<file path="src/rtl/store_buffer_fwd.sv">
// In-order store buffer with commit release, speculative flush and drain to memory.
// Define STORE_BUFFER_FWD_EN to build byte-granular store-to-load forwarding.
module store_buffer_fwd #(
    parameter int DEPTH  = 8,
    parameter int DATA_W = 32,
    parameter int ADDR_W = 32,
    parameter int ID_W   = 6,
    localparam int BYTES = DATA_W / 8
) (
    input  logic                     clk,
    input  logic                     rst,
    input  logic                     push_valid,
    output logic                     push_ready,
    input  logic [ADDR_W-1:0]        push_addr,
    input  logic [BYTES-1:0]         push_be,
    input  logic [DATA_W-1:0]        push_data,
    input  logic [ID_W-1:0]          push_id,
    input  logic                     commit_valid,
    input  logic                     flush,
    output logic                     out_valid,
    input  logic                     out_ready,
    output logic [ADDR_W-1:0]        out_addr,
    output logic [BYTES-1:0]         out_be,
    output logic [DATA_W-1:0]        out_data,
    output logic [ID_W-1:0]          out_id,
    input  logic [ADDR_W-1:0]        ld_addr,
    input  logic [BYTES-1:0]         ld_be,
    output logic                     ld_fwd_hit,
    output logic [DATA_W-1:0]        ld_fwd_data,
    output logic                     ld_conflict,
    output logic [$clog2(DEPTH):0]   count,
    output logic                     empty
);
    localparam int IW  = $clog2(DEPTH);
    localparam int PW  = IW + 1;
    localparam int OFF = $clog2(BYTES);

    // Pointers carry a wrap bit: head (oldest), rel (next to release), tail (next free).
    logic [PW-1:0]     r_head, r_rel, r_tail;
    logic [ADDR_W-1:0] r_addr [DEPTH];
    logic [BYTES-1:0]  r_be   [DEPTH];
    logic [DATA_W-1:0] r_data [DEPTH];
    logic [ID_W-1:0]   r_id   [DEPTH];

    logic [PW-1:0]     w_count, w_rel_next, w_tail_next;
    logic              w_full, w_push, w_commit, w_pop;
    logic [IW-1:0]     w_idx;
    logic              w_found;
    logic              w_unused;

    assign w_count     = r_tail - r_head;
    assign w_full      = (w_count == PW'(DEPTH));
    assign push_ready  = ~w_full & ~flush;
    assign w_push      = push_valid & push_ready;
    assign w_commit    = commit_valid & (r_rel != r_tail);
    assign out_valid   = (r_head != r_rel);
    assign w_pop       = out_valid & out_ready;
    assign w_rel_next  = r_rel + PW'(w_commit);
    // Flush rewinds tail to the release point, keeping a same-cycle commit.
    assign w_tail_next = flush ? w_rel_next : r_tail + PW'(w_push);

    assign count    = w_count;
    assign empty    = (w_count == '0);
    assign out_addr = r_addr[r_head[IW-1:0]];
    assign out_be   = r_be[r_head[IW-1:0]];
    assign out_data = r_data[r_head[IW-1:0]];
    assign out_id   = r_id[r_head[IW-1:0]];
    assign w_unused = ^ld_addr[OFF-1:0];

    always_ff @(posedge clk) begin
        if (rst) begin
            r_head <= '0;
            r_rel  <= '0;
            r_tail <= '0;
        end else begin
            r_head <= r_head + PW'(w_pop);
            r_rel  <= w_rel_next;
            r_tail <= w_tail_next;
        end
    end

    always_ff @(posedge clk) begin
        if (w_push) begin
            r_addr[r_tail[IW-1:0]] <= push_addr;
            r_be[r_tail[IW-1:0]]   <= push_be;
            r_data[r_tail[IW-1:0]] <= push_data;
            r_id[r_tail[IW-1:0]]   <= push_id;
        end
    end

`ifdef STORE_BUFFER_FWD_EN
    logic [BYTES-1:0]  w_sel_be;
    logic [DATA_W-1:0] w_sel_data;
    logic              w_cover;
`endif

    // Walk valid entries oldest to youngest so the last match wins, independent of wrap.
    always_comb begin
        w_idx   = '0;
        w_found = 1'b0;
`ifdef STORE_BUFFER_FWD_EN
        w_sel_be   = '0;
        w_sel_data = '0;
`endif
        for (int i = 0; i < DEPTH; i++) begin
            w_idx = r_head[IW-1:0] + IW'(i);
            if ((PW'(i) < w_count) &&
                (r_addr[w_idx][ADDR_W-1:OFF] == ld_addr[ADDR_W-1:OFF]) &&
                ((r_be[w_idx] & ld_be) != '0)) begin
                w_found = 1'b1;
`ifdef STORE_BUFFER_FWD_EN
                w_sel_be   = r_be[w_idx];
                w_sel_data = r_data[w_idx];
`endif
            end
        end
    end

`ifdef STORE_BUFFER_FWD_EN
    assign w_cover     = ((w_sel_be & ld_be) == ld_be);
    assign ld_fwd_hit  = w_found & w_cover;
    assign ld_fwd_data = ld_fwd_hit ? w_sel_data : '0;
    assign ld_conflict = w_found & ~w_cover;
`else
    assign ld_fwd_hit  = 1'b0;
    assign ld_fwd_data = '0;
    assign ld_conflict = w_found;
`endif

endmodule
</file>
<file path="config.mk">
export PLATFORM = sky130hd
export DESIGN_NAME = store_buffer_fwd
export DESIGN_NICKNAME = d
export VERILOG_FILES = /design/src/rtl/store_buffer_fwd.sv
export SDC_FILE = /design/constraint.sdc
export NUM_CORES = 1
export LEC_CHECK = 0
export ABC_AREA = 1
export BUFFER_PORTS_ARGS = -buffer_cell sky130_fd_sc_hd__buf_2
export CORE_ASPECT_RATIO = 1.75
export CORE_UTILIZATION = 45
export CTS_CLUSTER_DIAMETER = 100
export CTS_CLUSTER_SIZE = 10
export DETAILED_ROUTE_END_ITERATION = 12
export MAX_ROUTING_LAYER = met4
export SKIP_CTS_REPAIR_TIMING = 1
export SLEW_MARGIN = 20
export SYNTH_ARGS = -nofsm -noshare
export SYNTH_HDL_FRONTEND = slang
export SYNTH_SLANG_ARGS = --single-unit
</file>
<file path="constraint.sdc">
create_clock -name clk -period 10.1 [get_ports clk]
set_input_delay 2.02 -clock clk [delete_from_list [all_inputs] [get_ports clk]]
set_output_delay 2.02 -clock clk [all_outputs]
set_load 0.02 [all_outputs]
</file>
==> out/metrics.cfg, run 1 <==
[outcome]
status = complete, no violations

[worst_setup_path]
worst_path_most_repeated_cell = nor2_1
critical_path.endpoint_type = primary output
startpoint_type = flip-flop
cp.required_ns = 8.08
worst_path_max_delay_cell = dfxtp_4
crit_arrival_ns = 5.65
path_cells = buf_4 -> ha_2 -> buf_4 -> buf_4 -> nand3_1 -> nand2_1 -> xor2_1 -> nor2_1 -> nand2_1 -> nor2_1 -> nand3_1 -> nor2_1 -> nor2_1 -> nand3_1 -> buf_2
critPathKind = flip-flop to primary output
cp_max_fo = 56
max_stage_delay_ns = 0.78

[logic_synthesis]
yosysWarnings = 0
synthFlopType = edfxtp_1
synth_area_um2 = 35000
yosysUniqueCellTypes = 39
synth_top_area_cell = edfxtp_1
synth_area_leaders = edfxtp_1 51%, nand3_1 17%, nand2_1 13%
ys_seq_area_frac = 0.515
yosys_register_bits = 604
syn_avg_cell_area_um2 = 8.19
async_flop_share = 0
synth_top_area_share = 0.508
synth-edff-count = 592
synth_cells = 4270

[sta]
setup_viol = 0
hold_viol_final = 0
slew_headroom = 0.278
fin_crit_ns = 7.67
rsz0062_at_grt = false
fin_setup_tns_ns = 0
skew_ns = 0.0292
fmax_mhz = 130
final_max_slew_viol_count = 0
tightest_slew_ns = 1.08
post-route-period-util = 0.759

[grt]
antenna_found_initial = 28
grt_pass1_wl_um = 190000
grt_overflow = 0
grt_max_degree = 195
grt_pass1_vias = 30200
track_usage = 0.346

[pwr]
finalPower_uw = 10600
powerDensity_nw_per_um2 = 276
ir_drop_mv = 0.227
leakage_uw = 0.0154

[clocking]
clk_path_buf_depth = 3
path_clk_slew_ns = 0.06
clock-sinks = 604
h-tree-depth = 3
clkLatencyLatePin_ns = 0.68
cts_buffers = 70
cts_tree = built
cts-root-buf = clkbuf_16

[route]
wl_per_cell_um = 24.5
first_pass_iters = 6
viasPerCell = 5.93
via_count = 31900
drt-total-wl_um = 131000
drc = 0
drtIter0Drc = 3364
ant_nets = 0

[finish]
stdcell_area_um2 = 38300
nFillCells = 7369
area_growth_pct = 9.38
nNetsFinal = 4439
drive_gt1_frac = 0.0796
post-route-util = 0.499

[floorplan]
die_h_um = 371
start_util = 0.457
rows = 134
die_width_um = 213
num_io_pins = 231
dieArea_um2 = 78900
coreArea_um2 = 76600

[min_path]
hold_class = flip-flop to flip-flop

[place]
gp_congestion = 1.12
dp_hpwl_um = 86200
place_area_um2 = 36200
io_buffers = 195

[flow_run]
max_cap_violations = 0

==> cells in the mapped netlist (all sizes together), types with 2 or more instances <==
library cell and n:
nand2 1204, nand3 1186, edfxtp 592, nor2 419, buf 227, o21ai 192, xor2 97, inv 81
clkbuf 78, o22ai 43, a31oi 40, nand4 24, a21oi 16, clkinv 12, dfxtp 12, ha 12
nor3 8, a21boi 5, or2 5, xnor2 5, o211ai 4, a211oi 2
==> per-layer routing <==
layer	vias to the layer above	track usage	share of wire
li1	14800	-	-
met1	15000	0.364	0.35
met2	1628	0.562	0.48
met3	422	0.0824	0.090
met4	0	0.258	0.082
met5	-	-	0
==> cell type report <==
class	instances	area, um2	share of cell area
clock buffers	81	1860	0.0485
flip-flops and latches	604	18000	0.471
clock inverters	5	95.1	0.00248
multi-input cells	3300	15200	0.397
repair buffers	241	1370	0.0358
inverters	93	374	0.00978
well taps	1020	1280	0.0333
diodes	30	75.1	0.00196
==> critical path, delay by kind of cell, from the launching register on <==
kind,cells,cell delay [ns]
adder cells (fa/ha/maj),1,0.62
flip-flops,1,0.78
XOR/XNOR,1,0.72
buffers and inverters,4,1.91
AND/OR/NAND/NOR,9,0.87
==> cell usage in the layout, fill, tap and decap left out, drive strengths merged, types with 24 or more instances in the layout <==
cell and count:
o21ai 192, inv 82, diode 30, nor2 419, o22ai 43, a31oi 40
clkbuf 81, conb 33, nand4 24, nand2 1204, buf 241, nand3 1186
xor2 97, edfxtp 592
==> flip-flops by register name (all words and copies together) (netlist names) <==
| signal | flops |
|---|---|
| r_tail | 4 |
| r_data | 256 |
| r_head | 4 |
| r_rel | 4 |
| r_addr | 256 |
| r_id | 48 |
| r_be | 32 |
==> kinds of logic (layout without fill, tap and decap cells) <==
family	count (synthesis)	after routing	synth area share
and+or+nand+nor	2848	2848	0.351
adders and majority gates	13	13	0.00486
xor gates and xnor gates	102	102	0.0255
buffers and inverters	398	420	0.0565
DFF	604	604	0.515
other	1	63	0.000107
AOI/OAI and AO/OA	304	304	0.0474
==> power by group <==
part,switching (uW),internal [uW]
sequential,67.3,2830
combinational,3960,1400
clock,1010,1290
==> stage by stage <==
| stage | setup slack [ns] | hold slack (ns) | cells |
|---|---|---|---|
| finish | 2.43 | 0.567 | 5374 |
| CTS | 2.54 | 0.564 | 5344 |
| global placement | 3.23 | 0.531 | 5258 |
| detailed placement | 3.26 | 0.557 | 5258 |
| floorplan | 3.92 | 0.507 | 4302 |
| global route | 2.09 | 0.627 | 5371 |
==> final timing paths <==
check,from,end,slack [ns],cells past startpoint
max reg2reg,r_head[2],r_data[6][17],4.09,11
min reg2reg,r_head[3],r_head[3],0.57,2
min,r_head[3],r_head[3],0.57,2
max,r_head[1],ld_conflict,2.43,15
Power figures use the tool's default switching activity.
==> run 2: changes to the inputs <==
Clock period 10.1 ns to 7.6 ns, I/O delays scaled along.
==> run 2 against run 1 <==
First-iteration DRC count decreased by 5.3%; die area unchanged; clock power increased by 31%; sequential power increased by 31%; sequential cell count unchanged; register-to-register slack got worse by 1.9 ns; sequential share of layout area decreased by 0.19 points; worst hold slack got worse by 0.014 ns; via count decreased by 0.39%; cell count increased by 0.22%; worst setup slack got worse by 1.3 ns; critical path type unchanged; critical endpoint unchanged.
==> out/metrics.cfg, run 2 (synthesized netlist as in run 1, its figures left out) <==
[outcome]
status = complete, no violations

[floorplan]
coreArea_um2 = 76600
die_width_um = 213
rows = 134
dieArea_um2 = 78900
num_io_pins = 231
die_h_um = 371
start_util = 0.457

[grt]
track_usage = 0.343
antenna_found_initial = 27
grt_overflow = 0
grt_pass1_vias = 30200
grt_pass1_wl_um = 189000
grt_max_degree = 183

[sta]
final_max_slew_viol_count = 0
fin_crit_ns = 6.49
fmax_mhz = 154
setup_viol = 0
slew_headroom = 0.305
hold_viol_final = 0
rsz0062_at_grt = false
tightest_slew_ns = 1.04
post-route-period-util = 0.854
skew_ns = 0.0178
fin_setup_tns_ns = 0

[finish]
area_growth_pct = 9.82
final_cell_mix = 1201 x nand2_1, 1186 x nand3_1, 592 x edfxtp_1, 411 x nor2_1, 195 x buf_2
layout_commonest_cell = nand2_1
drive_gt1_frac = 0.0819
nNetsFinal = 4450
nFillCells = 7394

[place]
io_buffers = 195
dp_hpwl_um = 86600
gp_congestion = 1.13

[pwr]
powerDensity_nw_per_um2 = 367
ir_drop_mv = 0.321
sequentialPowerShare = 0.270
leakage_uw = 0.0154
clkPwrFrac = 0.215
p_sw_frac = 0.475
combPwrFrac = 0.515
finalPower_uw = 14100
p_switching_uw = 6690
cellInternalPower_uw = 7400

[route]
first_pass_iters = 6
drt-total-wl_um = 130000
ant_nets = 0
viasPerCell = 5.89
wl_per_cell_um = 24.2
via_count = 31700
drc = 0
drtIter0Drc = 3187

[clocking]
clock-sinks = 604
cts-root-buf = clkbuf_16
cts_tree = built
path_clk_slew_ns = 0.06
h-tree-depth = 3
clkLatencyLatePin_ns = 0.66
clk_path_buf_depth = 3
cts_buffers = 70

[min_path]
hold_class = flip-flop to flip-flop

[worst_setup_path]
startpoint_type = flip-flop
cp_max_fo = 182
critPathKind = flip-flop to primary output
critical_path.endpoint_type = primary output
crit_arrival_ns = 4.97
cp.required_ns = 6.08

[flow_run]
max_cap_violations = 0

## run 2: final cells by class
type                            instances  area, um2  share of cell area
Sequential cell                       604      18000               0.469
Multi-Input combinational cell       3300      15200               0.395
Inverter                               93        375             0.00977
Clock inverter                          5        101             0.00264
Antenna cell                           31       77.6             0.00202
Tap cell                             1020       1280              0.0332
Timing Repair Buffer                  252       1520              0.0395
Clock buffer                           81       1860              0.0483
## run 2: metrics by stage
step,utilization,setup slack (ns),hold slack (ns),instance area [um2],instances
after floorplan,-,1.42,0.507,35100,4302
after CTS,0.500,1.23,0.547,38300,5355
after global routing,0.501,0.954,0.588,38400,5380
after detailed placement,0.475,1.91,0.537,36400,5269
final,0.501,1.11,0.552,38400,5386
after global placement,0.475,1.93,0.529,36400,5269
## run 2: per-layer routing
layer / part of all wire / global-route usage
met1: 0.35 / 0.359
met2: 0.48 / 0.545
met3: 0.083 / 0.0820
met4: 0.089 / 0.285
met5: 0 / -
## run 2: worst paths after layout
check | from | end | slack, ns | cells past startpoint
hold / removal | r_head[3] | r_head[3] | 0.55 | 2
hold reg to reg | r_head[3] | r_head[3] | 0.55 | 2
setup / recovery | r_head[0] | ld_conflict | 1.11 | 18
setup reg to reg | r_head[2] | r_addr[1][20] | 2.19 | 10
## run 2: critical path, cell delays in order (launching register included)
cell and delay (ns):
dfxtp_4 0.38, clkinv_8 0.22, buf_4 0.79, buf_12 0.61
nand2_1 0.15, nand3_1 0.16, nand3_1 0.11, nand2_1 0.09
nand2_1 0.05, nand2_1 0.21, nand3_1 0.14, nor2_1 0.40
nand2_1 0.10, nor2_1 0.13, nand3_1 0.09, nand2_1 0.09
nor2_1 0.06, nand3_1 0.15, buf_2 0.20
## run 2: power by group through the flow
stage	Sequential [uW]	Combinational, uW	Clock (uW)
after floorplan	3870	4790	0
after global placement	3870	6990	0
after detailed placement	3880	7030	0
after CTS	3810	7060	3060
after global routing	3810	7840	3170
final	3810	7260	3030
